<file path="src/rtl/dac_update_scheduler_if.sv">
// Write-request bus between the two code requesters (host/config, delay sequencer)
// and the DAC update scheduler. Requester r uses bit r / field r of each vector.
interface dac_update_scheduler_if;
   logic [1:0]  i_req_valid;
   logic [1:0]  o_req_ready;
   logic [3:0]  i_req_ch;
   logic [15:0] i_req_data;

   modport master (
      output i_req_valid,
      output i_req_ch,
      output i_req_data,
      input  o_req_ready
   );

   modport slave (
      input  i_req_valid,
      input  i_req_ch,
      input  i_req_data,
      output o_req_ready
   );
endinterface

</file>
<file path="src/rtl/dac_update_scheduler.sv">
// Shadows the four 8-bit DAC channel codes, arbitrates writes from two requesters
// round-robin, and launches a serializer frame whenever a channel is dirty or forced.
//
// state      | meaning
// IDLE       | no frame in progress; waits for a dirty channel or a pending force
// LOAD       | one cycle: snapshot shadow into o_dac_data, clear dirty, arm CS timer
// CS_LOW     | o_dac_cs held low while the timer runs down
// WAIT_FRAME | o_dac_cs high, serializer finishing its 4-word sequence
module dac_update_scheduler #(
   parameter int CS_LOW_CYCLES = 40,
   parameter int FRAME_CYCLES  = 2400,
   parameter int CNT_W         = 12
) (
   input  logic                  i_clk,
   input  logic                  i_rst_n,
   dac_update_scheduler_if.slave req,
   input  logic                  i_force_update,
   output logic [31:0]           o_dac_data,
   output logic                  o_dac_cs,
   output logic                  o_busy,
   output logic [3:0]            o_pending
);

   typedef enum logic [1:0] {
      ST_IDLE,
      ST_LOAD,
      ST_CS_LOW,
      ST_WAIT_FRAME
   } state_t;

   localparam logic [CNT_W-1:0] CS_LOAD    = CNT_W'(CS_LOW_CYCLES - 1);
   localparam logic [CNT_W-1:0] FRAME_LOAD = CNT_W'(FRAME_CYCLES - 1);

   state_t           state_q, state_d;
   logic [CNT_W-1:0] cnt_q, cnt_d;
   logic [7:0]       shadow_q [4];
   logic [3:0]       dirty_q, dirty_d;
   logic             force_q, force_d;
   logic             rr_ptr_q, rr_ptr_d;
   logic [31:0]      data_q;
   logic             cs_q;

   logic [1:0]       grant;
   logic             wr_en;
   logic             wr_sel;
   logic [1:0]       wr_ch;
   logic [7:0]       wr_data;
   logic [3:0]       wr_mask;

   // Pointer names the requester that wins the next contested cycle.
   always_comb begin
      grant    = 2'b00;
      rr_ptr_d = rr_ptr_q;
      case (req.i_req_valid)
         2'b01: grant = 2'b01;
         2'b10: grant = 2'b10;
         2'b11: begin
            grant    = rr_ptr_q ? 2'b10 : 2'b01;
            rr_ptr_d = ~rr_ptr_q;
         end
         default: grant = 2'b00;
      endcase
      if (!i_rst_n) begin
         grant = 2'b00;
      end
   end

   always_comb begin
      wr_en   = |grant;
      wr_sel  = grant[1];
      wr_ch   = wr_sel ? req.i_req_ch[3:2]   : req.i_req_ch[1:0];
      wr_data = wr_sel ? req.i_req_data[15:8] : req.i_req_data[7:0];
      wr_mask = wr_en ? (4'b0001 << wr_ch) : 4'b0000;
   end

   assign req.o_req_ready = grant;

   // A write landing on the LOAD edge keeps its dirty bit so it rides the next frame.
   always_comb begin
      state_d = state_q;
      cnt_d   = cnt_q;
      dirty_d = dirty_q | wr_mask;
      force_d = force_q | i_force_update;
      case (state_q)
         ST_IDLE: begin
            if ((|dirty_q) || force_q) begin
               state_d = ST_LOAD;
            end
         end
         ST_LOAD: begin
            dirty_d = wr_mask;
            force_d = i_force_update;
            cnt_d   = CS_LOAD;
            state_d = ST_CS_LOW;
         end
         ST_CS_LOW: begin
            if (cnt_q == '0) begin
               cnt_d   = FRAME_LOAD;
               state_d = ST_WAIT_FRAME;
            end else begin
               cnt_d = cnt_q - 1'b1;
            end
         end
         ST_WAIT_FRAME: begin
            if (cnt_q == '0) begin
               state_d = ST_IDLE;
            end else begin
               cnt_d = cnt_q - 1'b1;
            end
         end
         default: state_d = ST_IDLE;
      endcase
   end

   always_ff @(posedge i_clk) begin
      if (!i_rst_n) begin
         state_q  <= ST_IDLE;
         cnt_q    <= '0;
         dirty_q  <= '0;
         force_q  <= 1'b0;
         rr_ptr_q <= 1'b0;
         data_q   <= '0;
         cs_q     <= 1'b1;
         for (int k = 0; k < 4; k++) begin
            shadow_q[k] <= '0;
         end
      end else begin
         state_q  <= state_d;
         cnt_q    <= cnt_d;
         dirty_q  <= dirty_d;
         force_q  <= force_d;
         rr_ptr_q <= rr_ptr_d;
         cs_q     <= (state_d != ST_CS_LOW);
         if (state_q == ST_LOAD) begin
            data_q <= {shadow_q[3], shadow_q[2], shadow_q[1], shadow_q[0]};
         end
         if (wr_en) begin
            shadow_q[wr_ch] <= wr_data;
         end
      end
   end

   assign o_dac_data = data_q;
   assign o_dac_cs   = cs_q;
   assign o_busy     = (state_q != ST_IDLE);
   assign o_pending  = dirty_q;

endmodule

</file>
<file path="src/flat_wrapper.sv">
// flat-port wrapper written by rule: the top's interface ports become plain ports
module dac_update_scheduler_flat 
#(
   parameter int CS_LOW_CYCLES = 40,
   parameter int FRAME_CYCLES  = 2400,
   parameter int CNT_W         = 12
)
  (i_clk, i_rst_n, i_force_update, o_dac_data, o_dac_cs, o_busy, o_pending, req_i_req_valid, req_i_req_ch, req_i_req_data, req_o_req_ready);
  dac_update_scheduler_if req_i ();
  input  logic i_clk;
  input  logic i_rst_n;
  input  logic i_force_update;
  output logic [31:0] o_dac_data;
  output logic o_dac_cs;
  output logic o_busy;
  output logic [3:0] o_pending;
  input wire logic [$bits(req_i.i_req_valid)-1:0] req_i_req_valid;
  input wire logic [$bits(req_i.i_req_ch)-1:0] req_i_req_ch;
  input wire logic [$bits(req_i.i_req_data)-1:0] req_i_req_data;
  output wire logic [$bits(req_i.o_req_ready)-1:0] req_o_req_ready;
  assign req_i.i_req_valid = req_i_req_valid;
  assign req_i.i_req_ch = req_i_req_ch;
  assign req_i.i_req_data = req_i_req_data;
  assign req_o_req_ready = req_i.o_req_ready;
  dac_update_scheduler #(.CS_LOW_CYCLES(CS_LOW_CYCLES), .FRAME_CYCLES(FRAME_CYCLES), .CNT_W(CNT_W)) u_core (.i_clk(i_clk), .i_rst_n(i_rst_n), .req(req_i), .i_force_update(i_force_update), .o_dac_data(o_dac_data), .o_dac_cs(o_dac_cs), .o_busy(o_busy), .o_pending(o_pending));
endmodule
</file>
<file path="config.mk">
export PLATFORM = sky130hd
export DESIGN_NAME = dac_update_scheduler_flat
export DESIGN_NICKNAME = d
export VERILOG_FILES = /design/src/rtl/dac_update_scheduler_if.sv /design/src/rtl/dac_update_scheduler.sv /design/src/flat_wrapper.sv
export SDC_FILE = /design/constraint.sdc
export NUM_CORES = 1
export LEC_CHECK = 0
export CORE_UTILIZATION = 56
export DETAILED_ROUTE_END_ITERATION = 10
export GPL_TIMING_DRIVEN = 0
export MAX_ROUTING_LAYER = met4
export PLACE_DENSITY = 0.95
export SLEW_MARGIN = 20
export SYNTH_ARGS = -nofsm -noshare
export SYNTH_HDL_FRONTEND = slang
export SYNTH_SLANG_ARGS = --single-unit
export TNS_END_PERCENT = 10
</file>
<file path="constraint.sdc">
create_clock -name i_clk -period 3.85 [get_ports i_clk]
set_input_delay 0.77 -clock i_clk [delete_from_list [all_inputs] [get_ports i_clk]]
set_output_delay 0.77 -clock i_clk [all_outputs]
set_load 0.01 [all_outputs]
</file>
==> metrics.yaml <==
synth:
  netlist_area_mm2: 0.00349
  synth_cell_type_count: 53
  syn_avg_cell_area_um2: 9.49
  synthFlopType: "dfxtp_1"
  yosysSeqAreaShare_pct: 57.9
  synth_top_area_share_pct: 30.4
  syn_inst: 368
  yosysTopAreaCell: "dfxtp_1"
  ys_warn_count: 0
  synth-edff-count: 32
  synth.ff_latch_count: 85
  synth_nets: 395
  yosys-top-cells-area: "dfxtp_1 30%, edfxtp_1 28%, nand2_1 8.5%"
  postSynth.asyncResetShare_pct: 0
global_routing:
  antenna_found_initial: 0
  grt_pass1_wl_mm: 14.1
  grt_pass1_vias: 2932
  gr-total-overflow: 0
  grt_use_total_pct: 30.4
  grt_max_degree: 17
die:
  die_area_mm2: 0.00655
  row_count: 28
  coreArea_mm2: 0.00596
  die_x_um: 81.0
  ios: 65
  die_y_um: 81.0
  start_util_pct: 58.6
clocking:
  cts_root_buf: "clkbuf_8"
  numCtsBuffers: 9
  htreeDepth: 3
  post-cts-setup-buffers: 0
  cts_resized: 0
  numClockSinks: 85
  cts_tree: "yes"
  clk_latency_ns: 0.35
  path_clk_slew_ns: 0.08
  cts_max_path_buffers: 2
  hold_buffers: 0
setup_path:
  slowest_delay_ns: 0.69
  reg2reg_slack_ns: 1.61
  start_kind: "input port"
  worst-path-buf-inv: 2
  required_ns: 3.08
  path_class: "input port to output port"
  critPathArrivalTime_ns: 2.82
  crit_family: "buffers and inverters"
  end_kind: "output port"
  cp_cell_sequence: "clkdlybuf4s50_1 -> nor2b_1 -> nor2_1 -> clkdlybuf4s50_1"
  cp_max_fo: 9
  slowest_stage: "clkdlybuf4s50_1"
  critPathMostFrequentCell: "clkdlybuf4s50_1"
sta:
  slew_viol_final: 0
  rsz0062_at_grt: "no"
  worst_pin_slew_ns: 1.08
  max_slew_margin_pct: 28.0
  min_period_over_period_pct: 93.3
  min_period_ns: 3.59
  hold_viol_final: 0
  max_freq_mhz: 278
  finClkSkew_ns: 0.00699
  setup_viol: 0
  final.setup.tns_ns: 0
  hold_slack_ns: 0.458
finish:
  antenna_cells: 0
  final_layout_size_suffix_gt1_share_pct: 5.15
  final_core_util_pct: 73.9
  area_growth_pct: 26.0
  fin_nets: 469
power:
  p_sw_uw: 952
  seq_power_share_pct: 44.2
  switching_share_pct: 36.6
  vdd_drop_max_uv: 421
  clock_power_share_pct: 22.7
  p_leak_uw: 0.00159
  powerDensity_mw_per_mm2: 590
  p_int_uw: 1650
  p_comb_share_pct: 33.1
drt:
  vias: 3143
  drt_pass1_iterations: 5
  wl_mm: 9.02
  drc: 0
  ant_nets: 0
  first_iter_violations: 190
  vias_per_cell: 6.02
  wl_per_cell_um: 17.3
worst_hold_path:
  hp-class: "register to register"
status:
  status: "completed"
placed_design:
  port-buffer-count: 63
  dp_hpwl_mm: 6.31
  routabilityCongestion: 0.847
flow_run:
  drv_cap: 0
[synth_stat cells, types with 2 or more instances]
cell / instances
and2_1: 3
o31a_1: 2
or4_1: 2
nor2_1: 47
a31oi_1: 2
o21ai_1: 2
nor4_1: 5
nand2_1: 79
a21oi_1: 43
edfxtp_1: 32
or3_1: 3
o21a_1: 2
a21boi_0: 2
and3_1: 2
clkbuf_1: 20
a32oi_1: 2
o21ai_0: 4
nor3_1: 4
ha_1: 2
inv_1: 7
nand3_1: 5
nor2b_1: 2
mux2i_1: 9
nand2b_1: 3
nor4b_1: 2
nand4_1: 3
dfxtp_1: 53
[routing by layer]
metal	vias up	GRT usage [%]	routed length, um
met1	1471	35.7	3500
met2	194	50.0	4550
met4	0	17.5	348
met5	-	-	0
met3	34	4.16	624
li1	1444	-	-
[final cells by class]
| type | instances | area, um2 |
|---|---|---|
| sequential | 85 | 2020 |
| fill | 427 | 1560 |
| multi-input combinational | 254 | 1350 |
| timing repair buffer | 63 | 631 |
| clock buffer | 9 | 124 |
| tap | 75 | 93.8 |
| buffer | 22 | 90.1 |
| clock inverter | 7 | 60.1 |
| inverter | 7 | 26.3 |
[tightest hold or removal path: stages, from the launching register on]
cell     delay, ns
dfxtp_1       0.31
nand2_1       0.05
a21oi_1       0.05
[cells by family after synthesis]
logic type	synth area share, %
AOI/OAI and AO/OA	13.5
xor gates and xnor gates	0.251
adders and majority gates	0.717
buffers and inverters	3.33
DFF	57.9
muxes	2.58
and+or+nand+nor	21.6
[metrics by stage]
stage | instances | cell area [um2] | power, uW | worst slack [ns]
after floorplan | 368 | 3490 | 1700 | 1.36
after global placement | 506 | 4220 | 1970 | 0.329
after detailed placement | 506 | 4220 | 2000 | 0.294
after CTS | 522 | 4400 | 2580 | 0.281
after global routing | 522 | 4400 | 2720 | 0.169
final | 522 | 4400 | 2600 | 0.259
[placed cells by master (no fill, tap or decap), types with 4 or more instances in the layout]
cell	netlist	layout
nand3_1	5	5
nor3_1	4	4
clkbuf_8	0	9
edfxtp_1	32	32
nand2_1	79	79
nor4_1	5	5
mux2i_1	9	9
clkdlybuf4s50_1	0	63
nor2_1	47	47
inv_1	7	7
a21oi_1	43	43
clkbuf_1	20	20
dfxtp_1	53	53
[worst paths after layout]
check,from,end,depth (start not counted)
worst min register to register,u_core.o_dac_data[17],u_core.o_dac_data[17],2
worst min-delay path,u_core.o_dac_data[17],u_core.o_dac_data[17],2
worst max register to register,u_core.cnt_q[0],u_core.cnt_q[11],6
worst max-delay path,req_i_req_valid[0],req_o_req_ready[1],4
[state kept, by name, indices dropped and copies added, names as in the netlist]
register	flops
u_core.o_dac_data	32
u_core.cnt_q	12
u_core.force_q	1
u_core.shadow_q	32
u_core.rr_ptr_q	1
u_core.o_pending	4
u_core.state_q	2
u_core.o_dac_cs	1
[power by group through the flow]
stage,combinational (uW),clock (uW),sequential [uW]
6_report,859,589,1150
5_1_grt,931,627,1160
4_1_cts,852,589,1140
3_5_place_dp,842,0,1160
3_3_place_gp,813,0,1160
2_1_floorplan,544,0,1160
(Power assumes the default switching activity.)
